**config.mk**
```make
export PLATFORM = sky130hd
export DESIGN_NAME = reg_file_sb_flat
export DESIGN_NICKNAME = d
export VERILOG_FILES = /design/src/rtl/reg_file_sb_if.sv /design/src/rtl/reg_file_sb.sv /design/src/flat_wrapper.sv
export SDC_FILE = /design/constraint.sdc
export NUM_CORES = 1
export LEC_CHECK = 0
export CORE_MARGIN = 1.5
export CORE_UTILIZATION = 56
export CTS_BUF_LIST = sky130_fd_sc_hd__clkbuf_8
export CTS_CLUSTER_SIZE = 25
export DETAILED_ROUTE_END_ITERATION = 7
export HOLD_SLACK_MARGIN = 0.1
export PLACE_DENSITY = 0.8
export SYNTH_ARGS = -nofsm -noshare
export SYNTH_HDL_FRONTEND = slang
export SYNTH_SLANG_ARGS = --single-unit
```
**constraint.sdc**
```tcl
create_clock -name clk -period 2.1 [get_ports clk]
set_input_delay 0.315 -clock clk [delete_from_list [all_inputs] [get_ports clk]]
set_output_delay 0.315 -clock clk [all_outputs]
set_load 0.02 [all_outputs]
```
**src/rtl/reg_file_sb_if.sv**
```systemverilog
// Decode/writeback bus of the scoreboarded register file: read, reserve and write/retire channels.
interface reg_file_sb_if #(
    parameter int unsigned DATA_W    = 4,
    parameter int unsigned ADDR_W    = 4,
    parameter int unsigned OVF_CNT_W = 8
);
    logic                 RegWrite;
    logic                 overflow;
    logic [ADDR_W-1:0]    Wr;
    logic [DATA_W-1:0]    Write_data;
    logic [ADDR_W-1:0]    Rd1;
    logic [ADDR_W-1:0]    Rd2;
    logic [DATA_W-1:0]    Rd1_out;
    logic [DATA_W-1:0]    Rd2_out;
    logic                 Rsv_en;
    logic [ADDR_W-1:0]    Rsv_addr;
    logic                 Rd1_busy;
    logic                 Rd2_busy;
    logic [OVF_CNT_W-1:0] Ovf_cnt;

    modport master (
        output RegWrite, overflow, Wr, Write_data, Rd1, Rd2, Rsv_en, Rsv_addr,
        input  Rd1_out, Rd2_out, Rd1_busy, Rd2_busy, Ovf_cnt
    );

    modport slave (
        input  RegWrite, overflow, Wr, Write_data, Rd1, Rd2, Rsv_en, Rsv_addr,
        output Rd1_out, Rd2_out, Rd1_busy, Rd2_busy, Ovf_cnt
    );
endinterface

```
**src/rtl/reg_file_sb.sv**
```systemverilog
// Parametrised register file: two async read ports, one sync write port, optional write bypass,
// per-register busy scoreboard for RAW detection and a saturating counter of overflow-dropped writes.
module reg_file_sb #(
    parameter int unsigned DATA_W    = 4,
    parameter int unsigned ADDR_W    = 4,
    parameter int unsigned INIT_MODE = 1,
    parameter int unsigned BYPASS    = 1,
    parameter int unsigned OVF_CNT_W = 8
) (
    input  logic        clk,
    input  logic        rst,
    reg_file_sb_if.slave bus
);
    localparam int unsigned DEPTH    = 1 << ADDR_W;
    localparam bit          BYP_EN   = (BYPASS != 0);
    localparam bit          INIT_IDX = (INIT_MODE != 0);

    logic [DATA_W-1:0]    regs [DEPTH];
    logic [DEPTH-1:1]     busy_q;
    logic [OVF_CNT_W-1:0] ovf_cnt_q;

    logic              wr_valid_c;
    logic              commit_c;
    logic              suppress_c;
    logic              resolve1_c;
    logic              resolve2_c;
    logic [DEPTH-1:0]  busy_all_c;
    logic [DATA_W-1:0] rd1_data_c;
    logic [DATA_W-1:0] rd2_data_c;

    // Writes to register 0 are discarded entirely; overflow turns a write into a retire-only event.
    assign wr_valid_c = bus.RegWrite && (bus.Wr != '0);
    assign commit_c   = wr_valid_c && !bus.overflow;
    assign suppress_c = wr_valid_c && bus.overflow;

    // A read port whose register is retiring this cycle sees the value resolving now.
    assign resolve1_c = BYP_EN && wr_valid_c && (bus.Wr == bus.Rd1);
    assign resolve2_c = BYP_EN && wr_valid_c && (bus.Wr == bus.Rd2);

    assign busy_all_c = {busy_q, 1'b0};

    always_comb begin
        rd1_data_c = '0;
        rd2_data_c = '0;
        if (bus.Rd1 != '0) begin
            rd1_data_c = (resolve1_c && !bus.overflow) ? bus.Write_data : regs[bus.Rd1];
        end
        if (bus.Rd2 != '0) begin
            rd2_data_c = (resolve2_c && !bus.overflow) ? bus.Write_data : regs[bus.Rd2];
        end
    end

    assign bus.Rd1_out  = rd1_data_c;
    assign bus.Rd2_out  = rd2_data_c;
    assign bus.Rd1_busy = (bus.Rd1 != '0) && busy_all_c[bus.Rd1] && !resolve1_c;
    assign bus.Rd2_busy = (bus.Rd2 != '0) && busy_all_c[bus.Rd2] && !resolve2_c;
    assign bus.Ovf_cnt  = ovf_cnt_q;

    // Data array; register 0 only ever holds zero.
    always_ff @(posedge clk) begin
        if (rst) begin
            for (int unsigned i = 0; i < DEPTH; i++) begin
                regs[i] <= (INIT_IDX && (i != 0)) ? DATA_W'(i) : '0;
            end
        end else if (commit_c) begin
            regs[bus.Wr] <= bus.Write_data;
        end
    end

    // Scoreboard: a new reservation outranks a same-cycle retire of the same register.
    always_ff @(posedge clk) begin
        if (rst) begin
            busy_q <= '0;
        end else begin
            for (int unsigned i = 1; i < DEPTH; i++) begin
                if (bus.Rsv_en && (bus.Rsv_addr == ADDR_W'(i))) begin
                    busy_q[i] <= 1'b1;
                end else if (wr_valid_c && (bus.Wr == ADDR_W'(i))) begin
                    busy_q[i] <= 1'b0;
                end
            end
        end
    end

    // Suppressed-write counter, holds at all-ones.
    always_ff @(posedge clk) begin
        if (rst) begin
            ovf_cnt_q <= '0;
        end else if (suppress_c && (ovf_cnt_q != '1)) begin
            ovf_cnt_q <= ovf_cnt_q + OVF_CNT_W'(1);
        end
    end
endmodule
```
**src/flat_wrapper.sv**
```systemverilog
// flat-port wrapper written by rule: the top's interface ports become plain ports
module reg_file_sb_flat 
#(
    parameter int unsigned DATA_W    = 4,
    parameter int unsigned ADDR_W    = 4,
    parameter int unsigned INIT_MODE = 1,
    parameter int unsigned BYPASS    = 1,
    parameter int unsigned OVF_CNT_W = 8
)
  (clk, rst, bus_RegWrite, bus_overflow, bus_Wr, bus_Write_data, bus_Rd1, bus_Rd2, bus_Rsv_en, bus_Rsv_addr, bus_Rd1_out, bus_Rd2_out, bus_Rd1_busy, bus_Rd2_busy, bus_Ovf_cnt);
  reg_file_sb_if #(.DATA_W(DATA_W), .ADDR_W(ADDR_W), .OVF_CNT_W(OVF_CNT_W)) bus_i ();
  input  logic clk;
  input  logic rst;
  input wire logic [$bits(bus_i.RegWrite)-1:0] bus_RegWrite;
  input wire logic [$bits(bus_i.overflow)-1:0] bus_overflow;
  input wire logic [$bits(bus_i.Wr)-1:0] bus_Wr;
  input wire logic [$bits(bus_i.Write_data)-1:0] bus_Write_data;
  input wire logic [$bits(bus_i.Rd1)-1:0] bus_Rd1;
  input wire logic [$bits(bus_i.Rd2)-1:0] bus_Rd2;
  input wire logic [$bits(bus_i.Rsv_en)-1:0] bus_Rsv_en;
  input wire logic [$bits(bus_i.Rsv_addr)-1:0] bus_Rsv_addr;
  output wire logic [$bits(bus_i.Rd1_out)-1:0] bus_Rd1_out;
  output wire logic [$bits(bus_i.Rd2_out)-1:0] bus_Rd2_out;
  output wire logic [$bits(bus_i.Rd1_busy)-1:0] bus_Rd1_busy;
  output wire logic [$bits(bus_i.Rd2_busy)-1:0] bus_Rd2_busy;
  output wire logic [$bits(bus_i.Ovf_cnt)-1:0] bus_Ovf_cnt;
  assign bus_i.RegWrite = bus_RegWrite;
  assign bus_i.overflow = bus_overflow;
  assign bus_i.Wr = bus_Wr;
  assign bus_i.Write_data = bus_Write_data;
  assign bus_i.Rd1 = bus_Rd1;
  assign bus_i.Rd2 = bus_Rd2;
  assign bus_i.Rsv_en = bus_Rsv_en;
  assign bus_i.Rsv_addr = bus_Rsv_addr;
  assign bus_Rd1_out = bus_i.Rd1_out;
  assign bus_Rd2_out = bus_i.Rd2_out;
  assign bus_Rd1_busy = bus_i.Rd1_busy;
  assign bus_Rd2_busy = bus_i.Rd2_busy;
  assign bus_Ovf_cnt = bus_i.Ovf_cnt;
  reg_file_sb #(.DATA_W(DATA_W), .ADDR_W(ADDR_W), .INIT_MODE(INIT_MODE), .BYPASS(BYPASS), .OVF_CNT_W(OVF_CNT_W)) u_core (.clk(clk), .rst(rst), .bus(bus_i));
endmodule
```
# Yosys cells after proc, flatten, opt, wreduce, memory -nomap -nowiden
# Memory sizes are Yosys's and may differ from the RTL's.
# Cells that the tools add are included.
dict set report word_totals {
  register_bits 23
  latchBits 0
  ram_bits 64
  romBits 0
  in_bits 25
  output_inout_bits 18
  wordCells 163
  memories 1
}
# name depth width read_ports rd_ports_with_merged_regs wr line_no
set memory_table {}
lappend memory_table {u_core.regs 16 4 2 0 16 reg_file_sb.sv:18} ;# logic [DATA_W-1:0] regs [DEPTH];
dict set report classes {
  add_sub_neg 1
  mul 0
  div 0
  n_lt_le_gt_ge 2
  eq_ne 33
  shifts 0
  muxes 46
  bitwise_logic 0
  reduce_logical 64
}
# cell n
set ops {}
lappend ops {{$eq A4 B4 Y1 const B} 16}
lappend ops {{$logic_and A1 B1 Y1} 42}
lappend ops {{$mux W1} 38}
lappend ops {{$eq A4 B3 Y1 const B} 8}
lappend ops {{$reduce_bool A2 Y1} 15}
lappend ops {{$mux W4} 6}
lappend ops {{$eq A4 B2 Y1 const B} 4}
lappend ops {{$reduce_bool A4 Y1} 3}
lappend ops {{$lt A4 B5 Y1 const B} 2}
lappend ops {{$add A8 B1 Y8 const B} 1}
lappend ops {{$bmux W1 S4} 2}
lappend ops {{$eq A4 B1 Y1 const B} 2}
lappend ops {{$eq A4 B4 Y1} 2}
lappend ops {{$ne A8 B8 Y1 const B} 1}
lappend ops {{$reduce_or A4 Y1} 1}
lappend ops {{$logic_not A1 Y1} 3}

# Longest topological paths before layout
dict set report depth {
  word_depth 8
  ltp_mapped 6
  mapped_depth_nobuf 5
}

# Least setup slack after synthesis
# No wires, ideal clock.
dict set report synth_timing {
  path_kind {input to output}
  startpoint {input bus_Rd1[1]}
  endpoint {output bus_Rd1_busy}
  t_arrival_ns 1.873
  t_required_ns 1.785
  path_slack_ns -0.088
  path_stages 6
  n_path_buf 2
  cell_sequence {buf_2 > buf_2 > mux4_1 > and2_1 > a211oi_1 > a2111oi_1}
}
dict set report synth_between {
  elab_chain_len 4
  elab_cells_between_ends 8
  cone_classes {eq/ne: 1; mux: 2; reduce/logical: 5}
}
# element line_no
set synth_lines {}
lappend synth_lines {{start, declared} flat_wrapper.sv:18} ;# input wire logic [$bits(bus_i.Rd1)-1:0] bus_Rd1;
lappend synth_lines {{$bmux W1 S4 / $eq A4 B4 Y1 (equally long branches)} {reg_file_sb.sv:55, reg_file_sb.sv:37}}
lappend synth_lines {{$mux W1 (implied by the code) / $logic_and A1 B1 Y1 (equally long branches)} {reg_file_sb.sv:55, reg_file_sb.sv:37}}
lappend synth_lines {{$logic_and A1 B1 Y1 / $logic_not A1 Y1 (equally long branches)} reg_file_sb.sv:55} ;# assign bus.Rd1_busy = (bus.Rd1 != '0) && busy_all_c[bus.Rd1] && !resolve1_c;
lappend synth_lines {{$logic_and A1 B1 Y1 (*)} reg_file_sb.sv:55}
lappend synth_lines {{end, declared} flat_wrapper.sv:24} ;# output wire logic [$bits(bus_i.Rd1_busy)-1:0] bus_Rd1_busy;
# Every way passes the cells marked *; elsewhere a longest branch is shown, timed or not. The select of a mux whose other input is x is not followed.

==> impl_metrics.env <==
export IMPL_synthCells=450
export IMPL_cts_sinks=87
export IMPL_hold_viol=0
export IMPL_preCtsSetupSlack_ns=-0.887
export IMPL_fillers=500
export IMPL_gr_total_overflow=0
export IMPL_routed_wl_mm=17.6
export IMPL_critPathKind="register to output port"
export IMPL_async_flop_share=0
export IMPL_fin_util=0.774
export IMPL_yosysTopAreaCell="edfxtp_1"
export IMPL_grtUsageMet3=0.0865
export IMPL_ir_drop_mv=0.384
export IMPL_clock_path_buffers=2
export IMPL_syn_to_final_growth_pct=33.3
export IMPL_ant_nets=0
export IMPL_hold_class="register to register"
export IMPL_violations="design-rule violations, negative setup slack"
export IMPL_finalMaxSlewViolations=0
export IMPL_drt_pass1_iter_count=7
export IMPL_synth_common_cells="edfxtp_1 (64), nand2_1 (44), nor2_1 (36)"
export IMPL_grt_use_met2=0.517
export IMPL_io_pins=43
export IMPL_cts_buffers_inserted=9
export IMPL_drc=7
export IMPL_cts_hold_buf=0
export IMPL_grt_pass1_vias=4484
export IMPL_slew_headroom=0.577
export IMPL_drv_cap=0
export IMPL_worst_pin_slew_ns=0.625
export IMPL_ctsHtreeMaxLevel=3
export IMPL_crit_fanout=2
export IMPL_grt_util_all_layers=0.330
export IMPL_synth_edf_count=64
export IMPL_design_area_um2=6820
export IMPL_antenna_cells=0
export IMPL_yosysTopAreaCellShare=0.376
export IMPL_avgRoutedWirePerCell_um=25.3
export IMPL_critPathMaxStageDelay_ns=0.50
export IMPL_crit_path_end_kind="output port"
export IMPL_cp_arrival_ns=2.10
export IMPL_synth_most_common_cell="edfxtp_1"
export IMPL_synth_area_leaders="edfxtp_1 (38%), mux4_2 (12%), dfxtp_1 (9.0%)"
export IMPL_synth_avg_cell_area_um2=11.4
export IMPL_startpoint_type="register"
export IMPL_worst_hold_slack_ns=0.512
export IMPL_crit_chain="mux4_2, nor3b_1, or4_1, mux2i_1, buf_4"
export IMPL_fin_crit_sh=1.15
export IMPL_top_usage_layer="met2"
export IMPL_clk_pin_slew_ns=0.09
export IMPL_cts_tree="yes"
export IMPL_yosysSeqAreaShare=0.466
export IMPL_viasPerCell=6.88
export IMPL_antenna_found_initial=0
export IMPL_die_w_um=98.6
export IMPL_grt_max_degree=44
export IMPL_required_ns=1.78
export IMPL_setup_viol=10
export IMPL_dpl_instance_area_um2=6240
export IMPL_syn_area_um2=5110
export IMPL_min_period_ns=2.42
export IMPL_grt_pass1_wl_mm=23.9
export IMPL_finalWorstSetupSlack_ns=-0.316
export IMPL_synth_seq_cells=87
export IMPL_crit_path_top_delay_cell="edfxtp_1"
export IMPL_rsz0062_at_grt="true"
export IMPL_vias=4777
export IMPL_synth_flop_cell="edfxtp_1"
export IMPL_fmax_mhz=414
export IMPL_rows=34
export IMPL_p_leak_uw=0.00252
export IMPL_layout_nets=607
export IMPL_gr_usage_met1=0.434
export IMPL_hpwl_mm=11.1
export IMPL_crit_buf_inv=1
export IMPL_crit_family="simple AND/OR/NAND/NOR gates"
export IMPL_die_area_um2=9710
export IMPL_drive_gt1_frac=0.387
export IMPL_yosysWarnings=0
export IMPL_die_h_um=98.6
export IMPL_insertion_delay_ns=0.35
export IMPL_core_um2=8810
export IMPL_gp_congestion=1.05
export IMPL_skew_ns=0.00559
export IMPL_status="complete, but fails checks"
export IMPL_synth_cell_types=50
export IMPL_power_density_nw_per_um2=599
export IMPL_clock_root_buffer="clkbuf_8"
export IMPL_drt_iter0_drc=711
export IMPL_portBuffers=42
export IMPL_initial_core_util=0.581
registers in the layout, indices dropped and copies added (netlist names):
register,count
u_core.bus.Ovf_cnt,8
u_core.regs,64
u_core.busy_q,15
repair_timing:
| action | in CTS | in global routing |
|---|---|---|
| gates resized for setup | 121 | 34 |
| endpoints found under the setup margin | 10 | 10 |
| setup buffers | 18 | 2 |
| pin swaps | 22 | 6 |
| gates cloned | 3 | 0 |
kinds of logic after synthesis:
kind of cell | count (synthesis) | share of synthesized area
xor+xnor | 9 | 0.0154
compound gates | 68 | 0.0829
other cells | 1 | 0.000733
buf+inv | 46 | 0.0401
simple gates | 182 | 0.180
fa+ha+maj | 1 | 0.00245
mux | 56 | 0.212
flops | 87 | 0.466
where the power goes:
part / internal (µW) / total [µW] / switching [µW] / leakage (µW)
Sequential: 1920 / 2000 / 78.1 / 0.000817
Combinational: 441 / 886 / 445 / 0.00161
Clock: 552 / 1200 / 644 / 0.0000934
Total: 2920 / 4080 / 1170 / 0.00252
metrics by stage:
stage	power (µW)	instances	TNS (ns)
global route	4180	694	-2.28
detailed placement	2740	656	-15.59
global placement	2720	656	-15.86
CTS	3960	693	-1.20
finish	4080	694	-1.97
floorplan	2400	453	0
placed cells by master (no fill, tap or decap), types with 6 or more instances in the layout:
cell type        count
nand3_1             33
o21ai_0             10
edfxtp_1            64
buf_4               99
nand2b_1            14
o21ai_1              7
nand2_1             41
inv_1                8
mux2i_1              6
a22oi_2              7
nor3_1              15
a21oi_1             21
clkbuf_8             9
or2_1                8
nor2_1              36
dfxtp_1             17
buf_12               6
buf_6               12
clkdlybuf4s50_1     19
nor2b_1              6
mux4_2              37
dfxtp_2              6
worst reg2reg max path: stages (launching register included):
cell and delay [ns]:
dfxtp_1 0.42, ha_1 0.23, nand2_1 0.11, o311ai_1 0.56, mux2i_1 0.28, nor2_1 0.06
worst paths after layout:
| kind | slack [ns] | start | to | cells past startpoint |
|---|---|---|---|---|
| worst max-delay path | -0.32 | u_core.regs[10][1]$_SDFFCE_PN1P_ | bus_Rd1_out[1] | 5 |
| worst max register to register | 0.34 | u_core.bus.Ovf_cnt[0]$_SDFFE_PP0P_ | u_core.bus.Ovf_cnt[1]$_SDFFE_PP0P_ | 5 |
| worst min register to register | 0.51 | u_core.bus.Ovf_cnt[6]$_SDFFE_PP0P_ | u_core.bus.Ovf_cnt[6]$_SDFFE_PP0P_ | 2 |
| worst min-delay path | 0.51 | u_core.bus.Ovf_cnt[6]$_SDFFE_PP0P_ | u_core.bus.Ovf_cnt[6]$_SDFFE_PP0P_ | 2 |
per-layer routing:
metal | routed length (µm) | share of wire | vias to the layer above
li1 | - | - | 1965
met1 | 5940 | 0.34 | 2232
met2 | 7880 | 0.45 | 455
met3 | 2490 | 0.14 | 125
met4 | 1280 | 0.073 | 0
met5 | 0 | 0 | -
cell type report:
type | count | area (µm²) | area share
Multi-Input combinational cell | 320 | 2660 | 0.391
Sequential cell | 87 | 2390 | 0.351
Timing Repair Buffer | 155 | 1400 | 0.206
Tap cell | 108 | 135 | 0.0198
Clock buffer | 9 | 124 | 0.0182
Clock inverter | 7 | 72.6 | 0.0106
Inverter | 8 | 30.0 | 0.00441
Power figures use the tool's default switching activity.
